===== config.mk =====
export PLATFORM = sky130hd
export DESIGN_NAME = keypad_emulator
export DESIGN_NICKNAME = d
export VERILOG_FILES = /design/src/rtl/keypad_pkg.sv /design/src/rtl/keypad_bounce_gen.sv /design/src/rtl/keypad_emulator.sv
export SDC_FILE = /design/constraint.sdc
export NUM_CORES = 1
export LEC_CHECK = 0
export CAP_MARGIN = 25
export CORE_MARGIN = 1.5
export CORE_UTILIZATION = 45
export CTS_CLUSTER_SIZE = 25
export DETAILED_ROUTE_END_ITERATION = 10
export PLACE_DENSITY = 0.75
export SLEW_MARGIN = 20
export SYNTH_ARGS = -nofsm -noshare
export SYNTH_HDL_FRONTEND = slang
export SYNTH_HIERARCHICAL = 1
export SYNTH_SLANG_ARGS = --single-unit

===== constraint.sdc =====
create_clock -name clock -period 4.1 [get_ports clock]
set_input_delay 0.41 -clock clock [delete_from_list [all_inputs] [get_ports clock]]
set_output_delay 0.41 -clock clock [all_outputs]
set_load 0.02 [all_outputs]

===== src/rtl/keypad_pkg.sv =====
// keypad_pkg: key codes, key-to-matrix mapping and FSM states for the keypad emulator
package keypad_pkg;
    localparam logic [3:0] KEY_0    = 4'd0;
    localparam logic [3:0] KEY_1    = 4'd1;
    localparam logic [3:0] KEY_2    = 4'd2;
    localparam logic [3:0] KEY_3    = 4'd3;
    localparam logic [3:0] KEY_4    = 4'd4;
    localparam logic [3:0] KEY_5    = 4'd5;
    localparam logic [3:0] KEY_6    = 4'd6;
    localparam logic [3:0] KEY_7    = 4'd7;
    localparam logic [3:0] KEY_8    = 4'd8;
    localparam logic [3:0] KEY_9    = 4'd9;
    localparam logic [3:0] KEY_A    = 4'd10;
    localparam logic [3:0] KEY_B    = 4'd11;
    localparam logic [3:0] KEY_C    = 4'd12;
    localparam logic [3:0] KEY_D    = 4'd13;
    localparam logic [3:0] KEY_STAR = 4'd14;
    localparam logic [3:0] KEY_HASH = 4'd15;

    typedef enum logic [2:0] {
        S_IDLE,
        S_PRESS_BOUNCE,
        S_HOLD,
        S_RELEASE_BOUNCE,
        S_GAP
    } state_t;

    typedef struct packed {
        logic [1:0] row;
        logic [1:0] col;
    } key_pos_t;

    function automatic key_pos_t key_pos(input logic [3:0] key);
        case (key)
            KEY_1:    return {2'd0, 2'd0};
            KEY_2:    return {2'd0, 2'd1};
            KEY_3:    return {2'd0, 2'd2};
            KEY_A:    return {2'd0, 2'd3};
            KEY_4:    return {2'd1, 2'd0};
            KEY_5:    return {2'd1, 2'd1};
            KEY_6:    return {2'd1, 2'd2};
            KEY_B:    return {2'd1, 2'd3};
            KEY_7:    return {2'd2, 2'd0};
            KEY_8:    return {2'd2, 2'd1};
            KEY_9:    return {2'd2, 2'd2};
            KEY_C:    return {2'd2, 2'd3};
            KEY_STAR: return {2'd3, 2'd0};
            KEY_0:    return {2'd3, 2'd1};
            KEY_HASH: return {2'd3, 2'd2};
            KEY_D:    return {2'd3, 2'd3};
        endcase
    endfunction
endpackage


===== src/rtl/keypad_bounce_gen.sv =====
// keypad_bounce_gen: contact-bounce waveform generator (pairs of half-periods from a start level)
//   clock/reset : system clock, sync active-high reset
//   start_i     : load a new phase (level_i, pairs_i); pairs_i must be nonzero
//   lvl_o       : current bounce level
//   last_o      : high during the final cycle of the phase
module keypad_bounce_gen
    import keypad_pkg::*;
#(
    parameter int PH_W        = 11,
    parameter int HALF_PERIOD = 1000
) (
    input  logic       clock,
    input  logic       reset,
    input  logic       start_i,
    input  logic       level_i,
    input  logic [3:0] pairs_i,
    output logic       lvl_o,
    output logic       last_o
);
    logic [PH_W-1:0] ph_q, ph_d;
    logic [4:0]      tog_q, tog_d;
    logic            lvl_q, lvl_d;

    // tog_q counts remaining level flips; the counters saturate at zero
    always_comb begin
        ph_d  = ph_q;
        tog_d = tog_q;
        lvl_d = lvl_q;
        if (start_i) begin
            ph_d  = PH_W'(HALF_PERIOD - 1);
            tog_d = {pairs_i, 1'b0} - 5'd1;
            lvl_d = level_i;
        end else if (ph_q != '0) begin
            ph_d = ph_q - 1'b1;
        end else if (tog_q != '0) begin
            ph_d  = PH_W'(HALF_PERIOD - 1);
            tog_d = tog_q - 5'd1;
            lvl_d = ~lvl_q;
        end
    end

    always_ff @(posedge clock) begin
        if (reset) begin
            ph_q  <= '0;
            tog_q <= '0;
            lvl_q <= 1'b0;
        end else begin
            ph_q  <= ph_d;
            tog_q <= tog_d;
            lvl_q <= lvl_d;
        end
    end

    assign lvl_o  = lvl_q;
    assign last_o = (ph_q == '0) && (tog_q == '0);
endmodule


===== src/rtl/keypad_emulator.sv =====
// keypad_emulator: scripted 4x4 matrix-keypad model driven by press/release commands
//   clock/reset          : system clock, sync active-high reset
//   colunas / linhas     : active-low column strobes in, active-low row returns out (registered)
//   cmd_valid/cmd_ready  : command handshake; cmd_key, cmd_hold, cmd_bounces latched on accept
//   contato, busy, done  : virtual contact state, command in progress, completion pulse
module keypad_emulator
    import keypad_pkg::*;
#(
    parameter int BOUNCE_PERIOD = 1000,
    parameter int GAP_CYCLES    = 2000,
    parameter int HOLD_W        = 32
) (
    input  logic              clock,
    input  logic              reset,
    input  logic [3:0]        colunas,
    output logic [3:0]        linhas,
    input  logic              cmd_valid,
    output logic              cmd_ready,
    input  logic [3:0]        cmd_key,
    input  logic [HOLD_W-1:0] cmd_hold,
    input  logic [3:0]        cmd_bounces,
    output logic              contato,
    output logic              busy,
    output logic              done
);
    localparam int PH_W = $clog2((BOUNCE_PERIOD > GAP_CYCLES ? BOUNCE_PERIOD : GAP_CYCLES) + 1);

    state_t            state_q, state_d;
    logic [HOLD_W-1:0] cnt_q, cnt_d, hold_q, hold_d;
    logic [3:0]        key_q, key_d, bnc_q, bnc_d, linhas_q, linhas_d;
    logic              bg_start, bg_level, bg_lvl, bg_last;
    key_pos_t          pos;

    // a hold of 0 still closes the contact for one cycle
    function automatic logic [HOLD_W-1:0] hold_m1(input logic [HOLD_W-1:0] h);
        return (h == '0) ? '0 : h - 1'b1;
    endfunction

    keypad_bounce_gen #(.PH_W(PH_W), .HALF_PERIOD(BOUNCE_PERIOD)) u_bounce (
        .clock   (clock),
        .reset   (reset),
        .start_i (bg_start),
        .level_i (bg_level),
        .pairs_i ((state_q == S_IDLE) ? cmd_bounces : bnc_q),
        .lvl_o   (bg_lvl),
        .last_o  (bg_last)
    );

    always_comb begin
        state_d  = state_q;
        cnt_d    = (cnt_q == '0) ? cnt_q : cnt_q - 1'b1;
        key_d    = key_q;
        hold_d   = hold_q;
        bnc_d    = bnc_q;
        bg_start = 1'b0;
        bg_level = 1'b0;
        done     = 1'b0;
        case (state_q)
            S_IDLE: if (cmd_valid) begin
                key_d    = cmd_key;
                hold_d   = cmd_hold;
                bnc_d    = cmd_bounces;
                cnt_d    = hold_m1(cmd_hold);
                bg_start = cmd_bounces != 4'd0;
                bg_level = 1'b1;
                state_d  = (cmd_bounces == 4'd0) ? S_HOLD : S_PRESS_BOUNCE;
            end
            S_PRESS_BOUNCE: if (bg_last) begin
                cnt_d   = hold_m1(hold_q);
                state_d = S_HOLD;
            end
            S_HOLD: if (cnt_q == '0) begin
                cnt_d    = HOLD_W'(GAP_CYCLES - 1);
                bg_start = bnc_q != 4'd0;
                state_d  = (bnc_q == 4'd0) ? S_GAP : S_RELEASE_BOUNCE;
            end
            S_RELEASE_BOUNCE: if (bg_last) begin
                cnt_d   = HOLD_W'(GAP_CYCLES - 1);
                state_d = S_GAP;
            end
            S_GAP: if (cnt_q == '0) begin
                done    = 1'b1;
                state_d = S_IDLE;
            end
            default: state_d = S_IDLE;
        endcase
    end

    assign contato = (state_q == S_HOLD) ||
                     (((state_q == S_PRESS_BOUNCE) || (state_q == S_RELEASE_BOUNCE)) && bg_lvl);
    assign pos      = key_pos(key_q);
    // only the key's own column matters; other low columns are ignored (wired-AND)
    assign linhas_d = (contato && !colunas[pos.col]) ? ~(4'b0001 << pos.row) : 4'b1111;

    always_ff @(posedge clock) begin
        if (reset) begin
            state_q  <= S_IDLE;
            cnt_q    <= '0;
            hold_q   <= '0;
            key_q    <= 4'd0;
            bnc_q    <= 4'd0;
            linhas_q <= 4'b1111;
        end else begin
            state_q  <= state_d;
            cnt_q    <= cnt_d;
            hold_q   <= hold_d;
            key_q    <= key_d;
            bnc_q    <= bnc_d;
            linhas_q <= linhas_d;
        end
    end

    assign linhas    = linhas_q;
    assign cmd_ready = state_q == S_IDLE;
    assign busy      = state_q != S_IDLE;
endmodule


* After elaboration in Yosys (flattened, before gate mapping) *
Memory sizes are Yosys's and may differ from the RTL's. A register that Yosys moved wholly into a read port is not among the register bits.
Cells that the tools add are included.

storage, ports and cells
  flip-flop bits (word level) = 96
  bits in read-only memories = 64
  memories = 1

cells by class
  add/sub/neg operators = 6
  $lt $le $gt $ge = 1
  equality and inequality tests = 10
  shift-type cells = 1
  multiplexer cells = 37
  bitwise gates (word level) = 3
  reductions and logical operators = 27

memories
  memory           depth  width  rd ports  clocked after Yosys merged registers in  write ports  line              RTL
  (no name shown)  16     4      1         1                                        0            keypad_pkg.sv:34  case (key)

operators with widths
  cell                     number
  $mux W32                 7
  $pmux W32 S4             1
  $logic_not A32 Y1        3
  $sub A32 B1 Y32 const B  3
  $mux W11                 2
  $mux W3                  6
  $mux W5                  3
  $pmux W3 S5              1
  $mux W4                  3
  $ne A2 B2 Y1 const B     6
  $logic_not A11 Y1        1
  $reduce_bool A11 Y1      1
  $sub A11 B1 Y11 const B  1
  $mux W1                  10
  $mux W10                 1
  $sub A5 B1 Y5 const B    2
  $logic_not A4 Y1         2
  $reduce_bool A4 Y1       2
  $eq A3 B2 Y1 const B     2
  $reduce_bool A3 Y1       2
  $logic_not A5 Y1         1
  $reduce_and A5 Y1        1
  $reduce_bool A5 Y1       1
  $not A4 Y4               1
  15 further kinds         22

* Longest topological paths before layout *
  depth after elaboration = 7
  gate-level depth with buffers = 13
  depth with buffers taken out = 11

* Hierarchy *
The synthesis kept the hierarchy.

modules (own cells, without submodules)
  module             times used  cells an instance  area each (sq um)
  keypad_emulator    1           714                5401.4
  keypad_bounce_gen  1           111                979.7

* Least setup slack after synthesis *
Ideal clock, no wire load.

  path type = reg2reg
  from = reg cnt_q[0]
  to = reg u_bounce.tog_q[2]
  library setup time = 103 ps
  data arrival time = 3349 ps
  data required time = 3997 ps
  slack = 648 ps
  cell stages (with the launch flop) = 12
  path through = dfxtp_1 -> inv_1 -> ha_1 -> or3b_2 -> or2_2 -> clkbuf_1 -> nor4_4 -> a31oi_1 -> nor3_1 -> clkinv_1 -> and4_2 -> a2111oi_2

on the way
  longest elaborated chain between the ends = 5
  elaborated cells on any way between the ends = 7

RTL lines
  item                                                                        line                     RTL
  start: declaration                                                          keypad_emulator.sv:29    logic [HOLD_W-1:0] cnt_q, cnt_d, hold_q, hold_d;
  start signal: assignment                                                    keypad_emulator.sv:105   cnt_q <= cnt_d;
  $logic_not A32 Y1 (*)                                                       keypad_emulator.sv:72    S_HOLD: if (cnt_q == '0) begin
  $mux W1 (*)                                                                 keypad_emulator.sv:72
  $pmux W1 S2 (*)                                                             keypad_emulator.sv:58    case (state_q)
  named net bg_start                                                          keypad_emulator.sv:31    logic bg_start, bg_level, bg_lvl, bg_last;
  $ne A2 B2 Y1 (no source line) / $reduce_bool A2 Y1 (equally long branches)  --
  $reduce_and A2 Y1 (no source line)                                          --
  end signal: assignment                                                      keypad_bounce_gen.sv:49  tog_q <= tog_d;
  end: declaration                                                            keypad_bounce_gen.sv:21  logic [4:0] tog_q, tog_d;

The timed path passes the listed nets; every way through them passes the cells marked *.
A chain may end at the register's enable or synchronous reset.

* Worst setup path in the final report *
  from = reg cnt_q[18]
  to = out done

on the way
  longest elaborated chain between the ends = 3

RTL lines
  item               line                   RTL
  $logic_not A32 Y1  keypad_emulator.sv:81  S_GAP: if (cnt_q == '0) begin
  $mux W1            keypad_emulator.sv:81
  $mux W1            keypad_emulator.sv:58
  end: declaration   keypad_emulator.sv:24  output logic done

No other way between the ends.

==> impl_metrics.sql <==
INSERT INTO impl_metrics (metric_group, metric, value, unit) VALUES
('outcome', 'run_status', 'completed', ''),
('grt', 'globalRouteOverflowTotal', '0', ''),
('yosys', 'yosysSeqAreaShare', '31.4', '%'),
('place', 'detailedPlace.worstSlack', '605', 'ps'),
('pwr', 'p_leak', '2.57', 'nW'),
('critical_path', 'critPathRequiredTime', '3690', 'ps'),
('cells_and_area', 'most-common-layout-cells', '117 x sky130_fd_sc_hd__nand2_1, 100 x sky130_fd_sc_hd__dfxtp_1, 66 x sky130_fd_sc_hd__nor2_1, 64 x sky130_fd_sc_hd__a21oi_1, 53 x sky130_fd_sc_hd__clkdlybuf4s50_1', ''),
('critical_path', 'worst-path-stages', '5', ''),
('floorplanning', 'fp.dieH', '122', 'um'),
('yosys', 'avgSynthCellArea', '7.73', 'um^2'),
('yosys', 'yosys.area_share.xor_xnor', '10.0', '%'),
('yosys', 'postSynthRegisterBits', '100', ''),
('grt', 'initial_antenna_violation_count', '0', ''),
('place', 'numPortBuffers', '54', ''),
('worst_hold_path', 'hold-path-cell-count', '1', ''),
('sta', 'slew_violations', '0', ''),
('clocking', 'cts_tree', 'done', ''),
('yosys', 'synth-simple-area-share', '31.3', '%'),
('critical_path', 'worstSetupStartpointType', 'register', ''),
('yosys', 'yosys_warnings', '6', ''),
('critical_path', 'worstPathCellList', 'or4_4, or4_1, nor4_4, and3_1, clkdlybuf4s50_1', ''),
('sta', 'layout_worst_path_cycle_share', '93.0', '%'),
('floorplanning', 'io-pin-count', '55', ''),
('sta', 'fin_skew', '10.5', 'ps'),
('sta', 'post-route-min-period', '3810', 'ps'),
('sta', 'final-setup-viol-count', '0', ''),
('critical_path', 'cp_max_fo', '9', ''),
('place', 'routabilityCongestion', '0.915', ''),
('critical_path', 'critPathArrivalTime', '3400', 'ps'),
('yosys', 'synth_compound_area_share', '19.2', '%'),
('grt', 'grt_pass1_vias', '5673', ''),
('cells_and_area', 'sequential_cell_area', '2000', 'um^2'),
('floorplanning', 'effective_utilization_at_floorplan', '46.0', '%'),
('floorplanning', 'core', '13900', 'um^2'),
('route', 'vias_per_cell', '6.02', ''),
('critical_path', 'worst_setup_path_end_kind', 'primary output', ''),
('clocking', 'h-tree-depth', '3', ''),
('floorplanning', 'floorplan_row_count', '43', ''),
('cells_and_area', 'multi_input_comb_area', '4120', 'um^2'),
('sta', 'rsz0062_at_grt', 'false', ''),
('route', 'first_iter_violations', '627', ''),
('critical_path', 'worstSetupPathType', 'reg2out', ''),
('sta', 'total_negative_slack_for_setup_checks', '0', 'ps'),
('cells_and_area', 'fillers', '1341', ''),
('grt', 'grt_max_degree', '42', ''),
('clocking', 'worstSkewPairLatency', '360', 'ps'),
('route', 'route.final.wire_length', '17.8', 'mm'),
('yosys', 'yosys-mux-area-fraction', '2.35', '%'),
('sta', 'timing.max_slew.rel_slack', '42.7', '%'),
('critical_path', 'cp.buffers_inverters', '1', ''),
('cells_and_area', 'final_common_cell', 'sky130_fd_sc_hd__nand2_1', ''),
('clocking', 'clkSlewWorstSetupHoldPaths', '70', 'ps'),
('yosys', 'synth_cell_types', '77', ''),
('critical_path', 'cell_family_with_the_largest_share_of_critical_path_delay', 'simple AND/OR/NAND/NOR gates', ''),
('yosys', 'share_of_synthesized_flip_flops_with_an_asynchronous_set_or_reset', '0', '%'),
('sta', 'fmax', '262', 'MHz'),
('clocking', 'post_cts_buffers', '0', ''),
('yosys', 'synth-main-ff-cell', 'sky130_fd_sc_hd__dfxtp_1', ''),
('yosys', 'yosys.area_share.adder', '1.76', '%'),
('pwr', 'ir_drop', '0.268', 'mV'),
('clocking', 'hold_fix_buffers_cts', '0', ''),
('cells_and_area', 'layout-drive-gt1-share', '8.77', '%'),
('clocking', 'clock_sinks', '100', ''),
('worst_hold_path', 'worst_hold_path_type', 'reg2reg', ''),
('clocking', 'cts_buffer_depth', '2', ''),
('floorplanning', 'die_boundary_width', '122', 'um'),
('cells_and_area', 'finalNetCount', '918', ''),
('yosys', 'synth_edf_count', '0', ''),
('sta', 'final-hold-violation-count', '0', ''),
('grt', 'global_route.usage.total', '24.0', '%'),
('place', 'post_detail_place_hpwl', '12.8', 'mm');
## worst paths after layout
check | from | endpoint | slack (ps)
hold / removal | pos[2] | linhas[3] | 410
setup reg to reg | cnt_q[18] | u_bounce/tog_q[2] | 530
setup / recovery | cnt_q[18] | done | 290
hold reg to reg | pos[2] | linhas[3] | 410
## cells in the mapped netlist, types with 6 or more instances
cell type | n | area [um^2]
sky130_fd_sc_hd__nand2_1 | 117 | 439
sky130_fd_sc_hd__nor4_1 | 39 | 244
sky130_fd_sc_hd__mux2_2 | 6 | 67.6
sky130_fd_sc_hd__o31ai_1 | 6 | 45.0
sky130_fd_sc_hd__clkbuf_1 | 34 | 128
sky130_fd_sc_hd__dfxtp_1 | 100 | 2000
sky130_fd_sc_hd__ha_1 | 9 | 113
sky130_fd_sc_hd__nand4_1 | 8 | 50.1
sky130_fd_sc_hd__o21ai_0 | 19 | 95.1
sky130_fd_sc_hd__nand3_1 | 20 | 100
sky130_fd_sc_hd__mux2i_1 | 6 | 60.1
sky130_fd_sc_hd__o211ai_1 | 6 | 45.0
sky130_fd_sc_hd__or3_1 | 16 | 100
sky130_fd_sc_hd__o22ai_1 | 12 | 75.1
sky130_fd_sc_hd__or4_1 | 17 | 128
sky130_fd_sc_hd__nor2_1 | 66 | 248
sky130_fd_sc_hd__nor3_1 | 39 | 195
sky130_fd_sc_hd__a21o_1 | 6 | 45.0
sky130_fd_sc_hd__xnor2_1 | 43 | 377
sky130_fd_sc_hd__a21oi_1 | 64 | 320
sky130_fd_sc_hd__inv_1 | 17 | 63.8
sky130_fd_sc_hd__o221ai_1 | 9 | 78.8
sky130_fd_sc_hd__a31oi_1 | 7 | 43.8
sky130_fd_sc_hd__xor2_1 | 30 | 263
sky130_fd_sc_hd__or2_2 | 11 | 68.8
sky130_fd_sc_hd__nand2b_1 | 8 | 50.1
## cells by family after synthesis
logic type / count (synthesis)
XOR/XNOR: 73
AO/OA/AOI/OAI: 183
adder cells (fa/ha/maj): 9
flip-flops: 100
multiplexers: 13
AND/OR/NAND/NOR: 382
buffers and inverters: 65
## state kept, by name, indices dropped and copies added (netlist names)
name / cells
cnt_q: 32
hold_q: 32
u_bounce/ph_q: 11
u_bounce/tog_q: 5
bnc_q: 4
key_q: 4
linhas: 4
pos: 4
state_q: 3
u_bounce/lvl_o: 1
## area by class of cell
cell class,instances,share of cell area [%]
well taps,180,3.05
multi-input cells,660,55.8
clock inverters,7,0.982
inverters,20,1.05
repair buffers,71,8.98
flip-flops and latches,100,27.1
clock buffers,9,3.05
## stage by stage
stage / hold slack (ps) / area (um^2) / utilization, % / total power [mW] / cells
2_1_floorplan: 374 / 6380 / - / 1.90 / 825
3_3_place_gp: 390 / 7090 / 51.1 / 2.16 / 1031
3_5_place_dp: 401 / 7090 / 51.1 / 2.17 / 1031
4_1_cts: 412 / 7390 / 53.2 / 3.05 / 1047
5_1_grt: 419 / 7390 / 53.2 / 3.21 / 1047
6_report: 411 / 7390 / 53.2 / 3.05 / 1047
## metal layers
layer / global-route usage, % / wire length [um] / vias up
met5: 0 / 0 / -
met4: 8.21 / 466 / 0
met3: 5.62 / 1120 / 38
met2: 37.8 / 8290 / 238
met1: 32.1 / 7970 / 2922
li1: - / - / 3101
## power by group
group | switching [mW] | internal (mW)
Sequential | 0.115 | 1.08
Clock | 0.401 | 0.476
Combinational | 0.567 | 0.411
Total | 1.08 | 1.97
Note: power is estimated with default switching activity, not from simulation.
